--- src/rtl/seq_pkg.sv ---
// Shared definitions for the 100-sync frame transmitter and its matching detector.
// Latency: none (types and constants only).
// Backpressure: not applicable.
package seq_pkg;

   typedef enum logic [1:0] {
      IDLE = 2'd0,
      SYNC = 2'd1,
      DATA = 2'd2,
      GAP  = 2'd3
   } seq_tx_state_t;

   localparam int                    SEQ_SYNC_W   = 3;
   localparam logic [SEQ_SYNC_W-1:0] SEQ_SYNC_PAT = 3'b100;

   // Largest of three sizes, used to pick a counter width wide enough for any phase
   function automatic int seq_max3(input int a, input int b, input int c);
      int m;
      m = (a > b) ? a : b;
      m = (m > c) ? m : c;
      return m;
   endfunction

endpackage

--- src/rtl/seq_bit_counter.sv ---
// Loadable down-counter that flags the final cycle of a transmitter phase.
// Latency: load/decrement take effect on the next rising edge; last is combinational.
// Backpressure: none; stops at 1 and never wraps, waiting for the next load.
module seq_bit_counter #(
   parameter int W = 4
) (
   input  logic         clk,
   input  logic         reset,
   input  logic         load,
   input  logic [W-1:0] load_val,
   input  logic         dec,
   output logic [W-1:0] count,
   output logic         last
);

   // Load has priority; decrement saturates at 1 so an idle counter stays put
   always_ff @(posedge clk or negedge reset) begin
      if (!reset) begin
         count <= '0;
      end else if (load) begin
         count <= load_val;
      end else if (dec && (count > W'(1))) begin
         count <= count - W'(1);
      end
   end

   assign last = (count == W'(1));

endmodule

--- src/rtl/seq_frame_tx.sv ---
// Serializes an accepted payload MSB-first behind a sync pattern, then holds a forced-zero gap.
// Latency: first sync bit on out in the cycle after the accepting edge; SYNC_W+DATA_W+GAP_CYCLES busy cycles.
// Backpressure: data_ready high only in IDLE; data_valid outside IDLE is ignored, nothing queues.
module seq_frame_tx
   import seq_pkg::*;
#(
   parameter int                DATA_W     = 8,
   parameter int                SYNC_W     = SEQ_SYNC_W,
   parameter logic [SYNC_W-1:0] SYNC_PAT   = SEQ_SYNC_PAT,
   parameter int                GAP_CYCLES = 2
) (
   input  logic              clk,
   input  logic              reset,
   input  logic [DATA_W-1:0] data_in,
   input  logic              data_valid,
   output logic              data_ready,
   output logic              out,
   output logic              out_en,
   output logic              frame_done
);

   localparam int CNT_W = $clog2(seq_max3(SYNC_W, DATA_W, GAP_CYCLES) + 1);

   seq_tx_state_t     state, state_n;
   logic [DATA_W-1:0] shreg, shreg_n;
   logic              out_n, out_en_n, done_n;
   logic              cnt_load, cnt_dec, cnt_last;
   logic [CNT_W-1:0]  cnt_val, cnt;
   logic [SYNC_W-1:0] sync_bits;

   seq_bit_counter #(.W(CNT_W)) u_cnt (
      .clk      (clk),
      .reset    (reset),
      .load     (cnt_load),
      .load_val (cnt_val),
      .dec      (cnt_dec),
      .count    (cnt),
      .last     (cnt_last)
   );

   // While count k is on the line (sync bit k-1), bit k-2 is the next one to register
   assign sync_bits  = SYNC_PAT >> (cnt - CNT_W'(2));
   assign data_ready = (state == IDLE);

   // Next-state and next-output decode; outputs are computed one cycle early and registered
   always_comb begin
      state_n  = state;
      shreg_n  = shreg;
      cnt_load = 1'b0;
      cnt_val  = '0;
      cnt_dec  = 1'b0;
      out_n    = 1'b0;
      out_en_n = 1'b0;
      done_n   = 1'b0;
      case (state)
         IDLE: begin
            if (data_valid) begin
               state_n  = SYNC;
               cnt_load = 1'b1;
               cnt_val  = CNT_W'(SYNC_W);
               shreg_n  = data_in;
               out_n    = SYNC_PAT[SYNC_W-1];
               out_en_n = 1'b1;
            end
         end
         SYNC: begin
            out_en_n = 1'b1;
            if (cnt_last) begin
               state_n  = DATA;
               cnt_load = 1'b1;
               cnt_val  = CNT_W'(DATA_W);
               out_n    = shreg[DATA_W-1];
               shreg_n  = shreg << 1;
               done_n   = (DATA_W == 1);
            end else begin
               cnt_dec = 1'b1;
               out_n   = sync_bits[0];
            end
         end
         DATA: begin
            if (cnt_last) begin
               if (GAP_CYCLES == 0) begin
                  state_n = IDLE;
               end else begin
                  state_n  = GAP;
                  cnt_load = 1'b1;
                  cnt_val  = CNT_W'(GAP_CYCLES);
               end
            end else begin
               cnt_dec  = 1'b1;
               out_n    = shreg[DATA_W-1];
               out_en_n = 1'b1;
               shreg_n  = shreg << 1;
               done_n   = (cnt == CNT_W'(2));
            end
         end
         GAP: begin
            if (cnt_last) begin
               state_n = IDLE;
            end else begin
               cnt_dec = 1'b1;
            end
         end
         default: state_n = IDLE;
      endcase
   end

   // State register; reset aborts any frame in flight
   always_ff @(posedge clk or negedge reset) begin
      if (!reset) begin
         state <= IDLE;
      end else begin
         state <= state_n;
      end
   end

   // Shift register and glitch-free output registers, cleared asynchronously
   always_ff @(posedge clk or negedge reset) begin
      if (!reset) begin
         shreg      <= '0;
         out        <= 1'b0;
         out_en     <= 1'b0;
         frame_done <= 1'b0;
      end else begin
         shreg      <= shreg_n;
         out        <= out_n;
         out_en     <= out_en_n;
         frame_done <= done_n;
      end
   end

endmodule

--- config.mk ---
export PLATFORM = sky130hd
export DESIGN_NAME = seq_frame_tx
export DESIGN_NICKNAME = d
export VERILOG_FILES = /design/src/rtl/seq_pkg.sv /design/src/rtl/seq_bit_counter.sv /design/src/rtl/seq_frame_tx.sv
export SDC_FILE = /design/constraint.sdc
export NUM_CORES = 1
export LEC_CHECK = 0
export BUFFER_PORTS_ARGS = -buffer_cell sky130_fd_sc_hd__buf_2
export CORE_UTILIZATION = 59
export CTS_CLUSTER_SIZE = 10
export DETAILED_ROUTE_END_ITERATION = 16
export PLACE_DENSITY = 0.82
export SYNTH_ARGS = -nofsm -noshare
export SYNTH_HDL_FRONTEND = slang
export SYNTH_SLANG_ARGS = --single-unit
--- constraint.sdc ---
create_clock -name clk -period 4.4 [get_ports clk]
set_input_delay 1.1 -clock clk [delete_from_list [all_inputs] [get_ports clk]]
set_output_delay 1.1 -clock clk [all_outputs]
set_load 0.05 [all_outputs]
==> run_results.csv <==
group,metric,value,unit
sta,post-route-period-util,56.16,%
routing,ant_nets,0,
sta,period_needed,2.471,ns
pwr,seq_power_share,28.7,%
global_routing,track_usage,24.59,%
sta,fin_setup_tns,0,ns
sta,fin_worst_skew,0.003393,ns
routing,wl_per_cell,14.58,um
routing,dr_wl_met3,68,um
global_routing,overflow,0,
clock_network,clock_sinks,17,
run_status,violations,"DRC",
routing,drt_pass1_iterations,10,
global_routing,grt_pass1_wl,3436,um
critical_path,start_kind,"register",
sta,slew_viol_final,0,
clock_network,cts_buffer_depth,2,
global_routing,antenna_found_initial,0,
layout,fillers,123,
critical_path,crit_arrival,1.37,ns
clock_network,cts_buffers,3,
floorplanning,rows,14,
clock_network,cts_hold_buf,0,
routing,routed_wl,1925,um
pwr,switching_share,46.47,%
placed_design,gp_congestion,0.8211,
pwr,p_leak,0.5435,nW
routing,route.vias.total,776,
global_routing,grt_pass1_vias,810,
hold_path,hp-class,"reg -> reg",
run_status,status,"finished with violations",
layout,diodes,0,
clock_network,clk_latency,0.29,ns
yosys,ys_types,32,
floorplanning,start_util,65.95,%
critical_path,criticalPathCategory,"reg -> out",
layout,regArea,425.4,sq um
yosys,synth_area,1040,sq um
yosys,netlist_instances,100,
yosys,synth_seq_cells,17,
floorplanning,die_w,43.98,um
floorplanning,ioPinCount,15,
routing,drtIter0Drc,11,
placed_design,dp_cells,128,
sta,tightest_slew,0.8679,ns
clock_network,cts_resized,0,
pwr,share_clk_of_total_power,8.5,%
sta,rsz0062_at_grt,"no",
routing,remaining_drc_errors,2,
pwr,switchingPower,0.4716,mW
sta,slew_headroom,42.14,%
critical_path,crit_fanout,6,
layout,area_growth,9.747,%
layout,fin_nets,138,
yosys,ys_seq_area_share,40.91,%
clock_network,cts_tree,"done",
layout,layout.cells.non_filler,132,
pwr,p_comb_share,62.8,%
sta,finalHoldViolations,0,
global_routing,grt_max_degree,18,
floorplanning,die_h,43.98,um
routing,dr.max_layer_used,"met4",
critical_path,reg2reg_depth,6,
yosys,ys_warn_count,0,
sta,max_freq,404.7,MHz
flow_run,maxCapViolCount,0,
pwr,ir_drop,489.2,uV
critical_path,crit_required,3.30,ns
clock_network,post-cts-setup-buffers,0,
pwr,powerDensity,889.4,nW/um^2
layout,layout-drive-gt1-share,21.55,%
floorplanning,core-area,1577,sq um
clock_network,clockRootBuffer,"clkbuf_4",
sta,finalSetupViolCount,0,
routing,wl_met2,980,um
yosys,syn-num-nets,121,
routing,met1_length,833,um
clock_network,htreeDepth,1,
clock_network,clk_pin_slew,0.10,ns
layout,multiInputGateArea,573.1,sq um
hold_path,holdPathStages,2,
placed_design,io_buffers,14,
placed_design,hpwl,1454,um
yosys,syn_avg_cell_area,10.40,sq um
routing,viasPerCell,5.879,
pwr,internal_power,0.5433,mW
critical_path,cp-end-kind,"output port",
floorplanning,die_area,1934,sq um
## synthesized netlist by cell type (all sizes together)
cell / instances / area share, %
nor3b: 1 / 0.72
nand3: 2 / 0.96
o21ai: 4 / 1.9
xor2: 1 / 0.84
nor2b: 1 / 0.60
buf: 1 / 1.1
or3b: 1 / 1.1
o22a: 1 / 0.84
o2111ai: 1 / 0.84
nor3: 1 / 0.48
o2bb2ai: 1 / 0.84
nand3b: 2 / 1.4
nor2: 12 / 4.3
nand2: 5 / 1.8
a2bb2oi: 1 / 0.84
mux2i: 9 / 8.7
a21oi: 9 / 5.1
ha: 10 / 12
and4: 1 / 0.84
and4bb: 1 / 1.2
mux2: 1 / 1.1
a21bo: 1 / 0.96
a31oi: 1 / 0.60
a211oi: 1 / 0.72
dfrtp: 17 / 41
nand2b: 1 / 0.60
a2111oi: 1 / 2.6
clkbuf: 1 / 0.36
or2: 1 / 0.60
xnor2: 3 / 2.5
inv: 7 / 2.5
## power by group through the flow
stage	clock network (mW)	registers (mW)	logic, mW
floorplan	0	0.313	0.510
global route	0.0910	0.302	0.712
CTS	0.0877	0.290	0.641
detailed placement	0	0.294	0.638
finish	0.0864	0.292	0.637
global placement	0	0.287	0.612
## state kept, by name (all words and copies together), names as in the netlist
| name | flops |
|---|---|
| out | 1 |
| out_en | 1 |
| state | 2 |
| shreg | 8 |
| frame_done | 1 |
| u_cnt.count | 4 |
## worst paths after layout
path,startpoint,to,slack (ns)
min,shreg[6],shreg[6],0.54
max,state[0],data_ready,1.93
max in group asynchronous,reset,state[0],3.43
min reg2reg,shreg[6],shreg[6],0.54
min in group asynchronous,reset,frame_done,0.71
max reg2reg,u_cnt.count[1],shreg[7],1.98
## kinds of logic (layout without fill, tap and decap cells)
kind of cell	count (synthesis)	after routing	synth area share, %
DFF	17	17	40.91
muxes	10	10	9.748
and+or+nand+nor	29	29	14.68
adders and majority gates	10	10	12.03
AOI/OAI and AO/OA	21	21	15.28
xor gates and xnor gates	4	4	3.370
buffers and inverters	9	25	3.971
## layer usage
layer / vias up / GRT usage, %
li1: 378 / -
met1: 374 / 28.76
met2: 18 / 42.69
met3: 6 / 3.333
met4: 0 / 14.55
met5: - / 0
## cell usage in the layout (no fill, tap or decap), drive strengths merged, types with 3 or more instances in the layout
cell type / instances
a21oi: 9
buf: 14
clkbuf: 4
dfrtp: 17
ha: 10
inv: 7
mux2i: 9
nand2: 5
nor2: 12
o21ai: 4
xnor2: 3
## through the flow
| step | util [%] | setup slack (ns) | total power [mW] | hold slack [ns] | area, sq um |
|---|---|---|---|---|---|
| 5_1_grt | 72.38 | 1.716 | 1.105 | 0.5699 | 1141 |
| 6_report | 72.38 | 1.929 | 1.015 | 0.5444 | 1141 |
| 3_5_place_dp | 70.71 | 1.985 | 0.9321 | 0.5169 | 1115 |
| 2_1_floorplan | - | 2.292 | 0.8223 | 0.4856 | 1040 |
| 4_1_cts | 72.38 | 1.916 | 1.019 | 0.5402 | 1141 |
| 3_3_place_gp | 70.71 | 2.057 | 0.8986 | 0.5001 | 1115 |
## area by class of cell
| type | instances | area share, % |
|---|---|---|
| Timing Repair Buffer | 14 | 6.140 |
| Tap cell | 16 | 1.754 |
| Clock buffer | 4 | 2.303 |
| Inverter | 7 | 2.303 |
| Sequential cell | 17 | 37.28 |
| Multi-Input combinational cell | 74 | 50.22 |
## critical path: stages (launching register included)
cell and delay [ns]:
dfrtp_1 0.44, inv_1 0.11, ha_1 0.24, buf_2 0.29
Power figures use the tool's default switching activity.
